### src/rtl/div_ctrl_if.sv
// Request/response port bundle for the divider sequencer.
// The master drives requests and accepts responses; the slave is the controller.
interface div_ctrl_if #(
    parameter int DATA_W = 32,
    parameter int TAG_W  = 4
);
    logic              req_valid;
    logic              req_ready;
    logic              req_sign;
    logic [DATA_W-1:0] req_dividend;
    logic [DATA_W-1:0] req_divisor;
    logic [TAG_W-1:0]  req_tag;

    logic              rsp_valid;
    logic              rsp_ready;
    logic [DATA_W-1:0] rsp_quotient;
    logic [DATA_W-1:0] rsp_remainder;
    logic [TAG_W-1:0]  rsp_tag;
    logic              rsp_bypass;

    modport master (
        output req_valid, req_sign, req_dividend, req_divisor, req_tag, rsp_ready,
        input  req_ready, rsp_valid, rsp_quotient, rsp_remainder, rsp_tag, rsp_bypass
    );

    modport slave (
        input  req_valid, req_sign, req_dividend, req_divisor, req_tag, rsp_ready,
        output req_ready, rsp_valid, rsp_quotient, rsp_remainder, rsp_tag, rsp_bypass
    );
endinterface

### src/rtl/div_ctrl.sv
// Sequencer around the iterative subtract-shift divider: accepts a request, runs
// the divider (or resolves divide-by-zero / signed overflow locally), returns the result.
module div_ctrl #(
    parameter int DATA_W = 32,
    parameter int TAG_W  = 4
) (
    input  logic              clk,
    input  logic              rst,
    div_ctrl_if.slave         bus,
    output logic              busy,
    output logic              div_en,
    output logic              div_sign,
    output logic [DATA_W-1:0] div_dividend,
    output logic [DATA_W-1:0] div_divisor,
    input  logic              div_done,
    input  logic [DATA_W-1:0] div_quotient,
    input  logic [DATA_W-1:0] div_remainder
);

    typedef enum logic [1:0] {
        IDLE = 2'd0,
        RUN  = 2'd1,
        RESP = 2'd2
    } state_t;

    localparam logic [DATA_W-1:0] SIGN_MIN = {1'b1, {(DATA_W-1){1'b0}}};

    state_t            state_q, state_d;
    logic              sign_q, sign_d;
    logic [DATA_W-1:0] dividend_q, dividend_d;
    logic [DATA_W-1:0] divisor_q, divisor_d;
    logic [TAG_W-1:0]  tag_q, tag_d;
    logic [DATA_W-1:0] quot_q, quot_d;
    logic [DATA_W-1:0] rem_q, rem_d;
    logic              bypass_q, bypass_d;
    logic              req_ready_q, req_ready_d;
    logic              rsp_valid_q, rsp_valid_d;
    logic              div_en_q, div_en_d;
    logic              busy_q, busy_d;

    always_comb begin
        state_d    = state_q;
        sign_d     = sign_q;
        dividend_d = dividend_q;
        divisor_d  = divisor_q;
        tag_d      = tag_q;
        quot_d     = quot_q;
        rem_d      = rem_q;
        bypass_d   = bypass_q;

        case (state_q)
            IDLE: begin
                if (bus.req_valid) begin
                    sign_d     = bus.req_sign;
                    dividend_d = bus.req_dividend;
                    divisor_d  = bus.req_divisor;
                    tag_d      = bus.req_tag;
                    if (bus.req_divisor == '0) begin
                        quot_d   = '1;
                        rem_d    = bus.req_dividend;
                        bypass_d = 1'b1;
                        state_d  = RESP;
                    end else if (bus.req_sign && bus.req_dividend == SIGN_MIN &&
                                 bus.req_divisor == '1) begin
                        quot_d   = bus.req_dividend;
                        rem_d    = '0;
                        bypass_d = 1'b1;
                        state_d  = RESP;
                    end else begin
                        bypass_d = 1'b0;
                        state_d  = RUN;
                    end
                end
            end
            RUN: begin
                if (div_done) begin
                    quot_d  = div_quotient;
                    rem_d   = div_remainder;
                    state_d = RESP;
                end
            end
            RESP: begin
                if (bus.rsp_ready) begin
                    state_d = IDLE;
                end
            end
            default: state_d = IDLE;
        endcase

        // Status outputs are registered from the next state so they track state_q exactly.
        req_ready_d = (state_d == IDLE);
        rsp_valid_d = (state_d == RESP);
        div_en_d    = (state_d == RUN);
        busy_d      = (state_d != IDLE);
    end

    always_ff @(posedge clk or posedge rst) begin
        if (rst) begin
            state_q     <= IDLE;
            sign_q      <= 1'b0;
            dividend_q  <= '0;
            divisor_q   <= '0;
            tag_q       <= '0;
            quot_q      <= '0;
            rem_q       <= '0;
            bypass_q    <= 1'b0;
            req_ready_q <= 1'b1;
            rsp_valid_q <= 1'b0;
            div_en_q    <= 1'b0;
            busy_q      <= 1'b0;
        end else begin
            state_q     <= state_d;
            sign_q      <= sign_d;
            dividend_q  <= dividend_d;
            divisor_q   <= divisor_d;
            tag_q       <= tag_d;
            quot_q      <= quot_d;
            rem_q       <= rem_d;
            bypass_q    <= bypass_d;
            req_ready_q <= req_ready_d;
            rsp_valid_q <= rsp_valid_d;
            div_en_q    <= div_en_d;
            busy_q      <= busy_d;
        end
    end

    assign bus.req_ready     = req_ready_q;
    assign bus.rsp_valid     = rsp_valid_q;
    assign bus.rsp_quotient  = quot_q;
    assign bus.rsp_remainder = rem_q;
    assign bus.rsp_tag       = tag_q;
    assign bus.rsp_bypass    = bypass_q;

    assign busy         = busy_q;
    assign div_en       = div_en_q;
    assign div_sign     = sign_q;
    assign div_dividend = dividend_q;
    assign div_divisor  = divisor_q;

endmodule

### src/flat_wrapper.sv
// flat-port wrapper written by rule: the top's interface ports become plain ports
module div_ctrl_flat 
#(
    parameter int DATA_W = 32,
    parameter int TAG_W  = 4
)
  (clk, rst, busy, div_en, div_sign, div_dividend, div_divisor, div_done, div_quotient, div_remainder, bus_req_valid, bus_req_sign, bus_req_dividend, bus_req_divisor, bus_req_tag, bus_rsp_ready, bus_req_ready, bus_rsp_valid, bus_rsp_quotient, bus_rsp_remainder, bus_rsp_tag, bus_rsp_bypass);
  div_ctrl_if #(.DATA_W(DATA_W), .TAG_W(TAG_W)) bus_i ();
  input  logic clk;
  input  logic rst;
  output logic busy;
  output logic div_en;
  output logic div_sign;
  output logic [DATA_W-1:0] div_dividend;
  output logic [DATA_W-1:0] div_divisor;
  input  logic div_done;
  input  logic [DATA_W-1:0] div_quotient;
  input  logic [DATA_W-1:0] div_remainder;
  input wire logic [$bits(bus_i.req_valid)-1:0] bus_req_valid;
  input wire logic [$bits(bus_i.req_sign)-1:0] bus_req_sign;
  input wire logic [$bits(bus_i.req_dividend)-1:0] bus_req_dividend;
  input wire logic [$bits(bus_i.req_divisor)-1:0] bus_req_divisor;
  input wire logic [$bits(bus_i.req_tag)-1:0] bus_req_tag;
  input wire logic [$bits(bus_i.rsp_ready)-1:0] bus_rsp_ready;
  output wire logic [$bits(bus_i.req_ready)-1:0] bus_req_ready;
  output wire logic [$bits(bus_i.rsp_valid)-1:0] bus_rsp_valid;
  output wire logic [$bits(bus_i.rsp_quotient)-1:0] bus_rsp_quotient;
  output wire logic [$bits(bus_i.rsp_remainder)-1:0] bus_rsp_remainder;
  output wire logic [$bits(bus_i.rsp_tag)-1:0] bus_rsp_tag;
  output wire logic [$bits(bus_i.rsp_bypass)-1:0] bus_rsp_bypass;
  assign bus_i.req_valid = bus_req_valid;
  assign bus_i.req_sign = bus_req_sign;
  assign bus_i.req_dividend = bus_req_dividend;
  assign bus_i.req_divisor = bus_req_divisor;
  assign bus_i.req_tag = bus_req_tag;
  assign bus_i.rsp_ready = bus_rsp_ready;
  assign bus_req_ready = bus_i.req_ready;
  assign bus_rsp_valid = bus_i.rsp_valid;
  assign bus_rsp_quotient = bus_i.rsp_quotient;
  assign bus_rsp_remainder = bus_i.rsp_remainder;
  assign bus_rsp_tag = bus_i.rsp_tag;
  assign bus_rsp_bypass = bus_i.rsp_bypass;
  div_ctrl #(.DATA_W(DATA_W), .TAG_W(TAG_W)) u_core (.clk(clk), .rst(rst), .bus(bus_i), .busy(busy), .div_en(div_en), .div_sign(div_sign), .div_dividend(div_dividend), .div_divisor(div_divisor), .div_done(div_done), .div_quotient(div_quotient), .div_remainder(div_remainder));
endmodule
### config.mk
export PLATFORM = sky130hd
export DESIGN_NAME = div_ctrl_flat
export DESIGN_NICKNAME = d
export VERILOG_FILES = /design/src/rtl/div_ctrl_if.sv /design/src/rtl/div_ctrl.sv /design/src/flat_wrapper.sv
export SDC_FILE = /design/constraint.sdc
export NUM_CORES = 1
export LEC_CHECK = 0
export CORE_ASPECT_RATIO = 1.1
export CORE_UTILIZATION = 45
export DETAILED_ROUTE_END_ITERATION = 16
export PLACE_DENSITY = 0.85
export SKIP_CTS_REPAIR_TIMING = 1
export SLEW_MARGIN = 20
export SYNTH_ARGS = -nofsm -noshare
export SYNTH_HDL_FRONTEND = slang
export SYNTH_SLANG_ARGS = --single-unit
### constraint.sdc
create_clock -name clk -period 11.1 [get_ports clk]
set_input_delay 3.33 -clock clk [delete_from_list [all_inputs] [get_ports clk]]
set_output_delay 3.33 -clock clk [all_outputs]
set_load 0.1 [all_outputs]
==> impl_summary.txt <==
----------------------------------------------------
[Worst hold path]
  Hold Crit Start ... u_core.bus.rsp_bypass
  Worst hold stages ... 1
  Type of the worst min-delay path ... flop to flop
  Min-Delay Endpoint ... u_core.bus.rsp_bypass

[Yosys]
  Total number of yosys warnings ... 0
  Cell area after technology mapping ... 0.00621 sq mm
  Post-synthesis cell type count ... 31
  Synthesized instance count ... 456
  Synth Net Count ... 594
  Flip-flop and latch count after synthesis ... 140
  Seq/Total Area, Yosys ... 0.564
  Mapped Avg Cell Area ... 13.6 sq um

[Setup path]
  Worst Setup Start Kind ... input pin
  Startpoint of the worst register-to-register path ... u_core.state_q[0]
  Ordered list of cells on the worst path ... clkdlybuf4s50_1 -> or4_1 -> nor4_1 -> nand3_1 -> o21ai_4 -> buf_4 -> mux2_2
  Reg2reg setup slack ... 8.05 ns
  Register-to-Register Path Depth ... 7
  Endpoint of the lowest-slack register-to-register path ... u_core.bus.rsp_remainder[19]
  Endpoint kind of the worst setup timing path ... flop
  Slowest CP cell ... sky130_fd_sc_hd__buf_4
  Required time at the endpoint of the critical path ... 11.39 ns
  Worst endpoint data arrival time ... 6.56 ns
  Largest driver fanout on the critical path ... 64
  Critical path class ... input pin to flop
  Peak per-stage delay on the critical path ... 0.87 ns

[Timing]
  Endpoints failing hold ... 0
  Unrepaired setup endpoints after global routing ... no
  Clock Skews ... 0.00638 ns
  Final count of pins violating max slew ... 0
  Transition time of the tightest slew-check pin ... 1.12 ns
  Endpoints failing setup ... 0
  Period utilization ... 0.564
  Final min period ... 6.27 ns
  Tightest slew margin relative to the limit ... 0.254
  Fmax ... 160 MHz
  Sum of negative setup slack ... 0 ns

[GRT]
  Grt ovf ... 0
  Maximum number of pins on one net before global-route repair ... 74
  Global Route Usage Sum ... 0.289
  Number of global-route vias before repair ... 5,416
  Wire length of the first global-routing pass ... 30,700 microns
  Initial antenna violation count ... 0

[Flow run]
  Max-capacitance violation count ... 0

[Drt]
  Detailed Routing Iterations Pass 1 ... 5
  Total DRC errors in the routed layout ... 0
  Routed via count divided by cell count ... 5.53
  Vias ... 5,118
  Routed wire length ... 20,200 microns
  Initial detailed-routing violation count ... 295
  Post-route ant nets ... 0
  Mean routed wirelength per cell ... 21.8 microns

[Die]
  Total core area ... 0.0133 sq mm
  Chip width ... 114 microns
  Cell Rows ... 44
  Full die area ... 0.0143 sq mm
  Top-level I/O count ... 276
  Initial Utilization ... 0.466
  Die height ... 125 microns

[Clock network]
  Maximum clock insertion buffer count ... 2
  Num Clock Sinks ... 140
  CTS H-Tree Depth ... 4
  Clock tree from TritonCTS ... done
  Clock Root Buffer ... sky130_fd_sc_hd__clkbuf_16
  Cts bufs inserted ... 17
  Worst-path clk slew ... 0.06 ns
  Insertion delay of the later-clocked pin in the worst-skew pair ... 0.41 ns

[Place]
  Gp weighted congestion ... 0.853
  Count of buffers from port buffering ... 275
  Post-detailed-placement half-perimeter wirelength ... 14,600 microns

[Finish]
  Count of inserted antenna diode cells ... 0
  Fill cell instance count of the final layout ... 958
  Leading cell type in the layout, fill and taps excluded ... sky130_fd_sc_hd__clkdlybuf4s50_1
  Most used cells in the layout excluding fill and tap cells ... sky130_fd_sc_hd__clkdlybuf4s50_1 (275), sky130_fd_sc_hd__dfrtp_1 (139), sky130_fd_sc_hd__mux2_2 (73), sky130_fd_sc_hd__inv_1 (34)
  Area Overhead vs Synth ... 56.7%
  Proportion of layout cells with a drive suffix above 1 ... 0.193
  Total number of nets in the final design ... 867

[Run status]
  Result of the run ... completed

----------------------------------------------------
[logic make-up after synthesis]
kind of cell	count (synthesis)	share of synthesized area
flops	140	0.564
mux	133	0.252
compound gates	76	0.0900
buf+inv	64	0.0513
simple gates	43	0.0431
[sequential cells by signal (all words and copies together) (netlist names)]
name	flops
u_core.div_divisor	32
u_core.bus.rsp_remainder	32
u_core.bus.req_ready	1
u_core.bus.rsp_valid	1
u_core.bus.rsp_bypass	1
u_core.bus.rsp_quotient	32
u_core.busy	1
u_core.div_dividend	32
u_core.div_sign	1
u_core.bus.rsp_tag	4
u_core.state_q	2
u_core.div_en	1
[final cells by class]
type / instances / area [sq um] / share of cell area
repair buffers: 283 / 2810 / 0.289
clock inverters: 7 / 160 / 0.0164
inverters: 35 / 136 / 0.0140
clock buffers: 25 / 475 / 0.0488
flip-flops and latches: 140 / 3500 / 0.360
multi-input cells: 252 / 2420 / 0.248
well taps: 184 / 230 / 0.0236
[layer usage]
metal  track usage  routed length, microns  vias to the layer above  share of wire
li1              -                       -                     2230              -
met1         0.331                    7590                     2552           0.38
met2         0.491                   10200                      286           0.50
met3        0.0785                    1590                       50          0.079
met4         0.152                     809                        0          0.040
met5             0                       0                        -              0
[worst max-delay path: cells and delay by family]
kind	cells	cell delay (ns)
AO/OA/AOI/OAI	1	0.18
buffers and inverters	2	1.34
multiplexers	1	0.43
AND/OR/NAND/NOR	3	1.26
[worst max path at each step]
stage	startpoint	endpoint	slack [ns]
2_1_floorplan	rst	u_core.bus.rsp_bypass	4.02
3_3_place_gp	bus_req_dividend[14]	u_core.bus.rsp_remainder[20]	4.40
3_5_place_dp	bus_req_dividend[14]	u_core.bus.rsp_remainder[20]	4.45
4_1_cts	bus_req_dividend[14]	u_core.bus.rsp_remainder[19]	4.87
5_1_grt	bus_req_dividend[14]	u_core.bus.rsp_remainder[19]	4.70
6_report	bus_req_dividend[14]	u_core.bus.rsp_remainder[19]	4.83
[synth_stat cells]
cell type | count | share of area
sky130_fd_sc_hd__o21ai_1 | 2 | 0.0016
sky130_fd_sc_hd__inv_1 | 35 | 0.021
sky130_fd_sc_hd__nor2b_1 | 1 | 0.0010
sky130_fd_sc_hd__nand4_1 | 10 | 0.010
sky130_fd_sc_hd__o31a_1 | 1 | 0.0014
sky130_fd_sc_hd__o211ai_1 | 3 | 0.0036
sky130_fd_sc_hd__mux2_2 | 73 | 0.13
sky130_fd_sc_hd__nand2_1 | 3 | 0.0018
sky130_fd_sc_hd__buf_12 | 3 | 0.0097
sky130_fd_sc_hd__nor3_1 | 2 | 0.0016
sky130_fd_sc_hd__nor3b_1 | 1 | 0.0012
sky130_fd_sc_hd__dfstp_2 | 1 | 0.0042
sky130_fd_sc_hd__o31ai_1 | 1 | 0.0012
sky130_fd_sc_hd__or2_2 | 1 | 0.0010
sky130_fd_sc_hd__mux2_4 | 28 | 0.068
sky130_fd_sc_hd__or4b_1 | 1 | 0.0016
sky130_fd_sc_hd__clkbuf_1 | 22 | 0.013
sky130_fd_sc_hd__nor4_1 | 12 | 0.012
sky130_fd_sc_hd__or4_1 | 3 | 0.0036
sky130_fd_sc_hd__and4b_1 | 2 | 0.0032
sky130_fd_sc_hd__nand3_1 | 2 | 0.0016
sky130_fd_sc_hd__dfrtp_1 | 139 | 0.56
sky130_fd_sc_hd__buf_6 | 4 | 0.0072
sky130_fd_sc_hd__o22ai_1 | 32 | 0.032
sky130_fd_sc_hd__a22o_1 | 32 | 0.045
sky130_fd_sc_hd__mux2i_1 | 32 | 0.052
sky130_fd_sc_hd__o21ai_0 | 3 | 0.0024
sky130_fd_sc_hd__o21a_1 | 2 | 0.0024
sky130_fd_sc_hd__nor4b_1 | 1 | 0.0014
sky130_fd_sc_hd__nand2b_1 | 1 | 0.0010
sky130_fd_sc_hd__nor2_1 | 3 | 0.0018
[per-stage QoR]
| step | util | hold WS (ns) | setup WS, ns | std cells | cell area [sq um] |
|---|---|---|---|---|---|
| final | 0.731 | 0.497 | 4.83 | 926 | 9740 |
| after global placement | 0.683 | 0.480 | 4.40 | 894 | 9100 |
| after global routing | 0.731 | 0.519 | 4.70 | 926 | 9740 |
| after CTS | 0.731 | 0.504 | 4.87 | 926 | 9740 |
| after detailed placement | 0.683 | 0.486 | 4.45 | 894 | 9100 |
| after floorplan | - | 0.483 | 4.02 | 456 | 6210 |
Power is left out: the tool's default activity adds up to more than one toggle a clock period on the data nets, which glitch-free logic cannot reach.
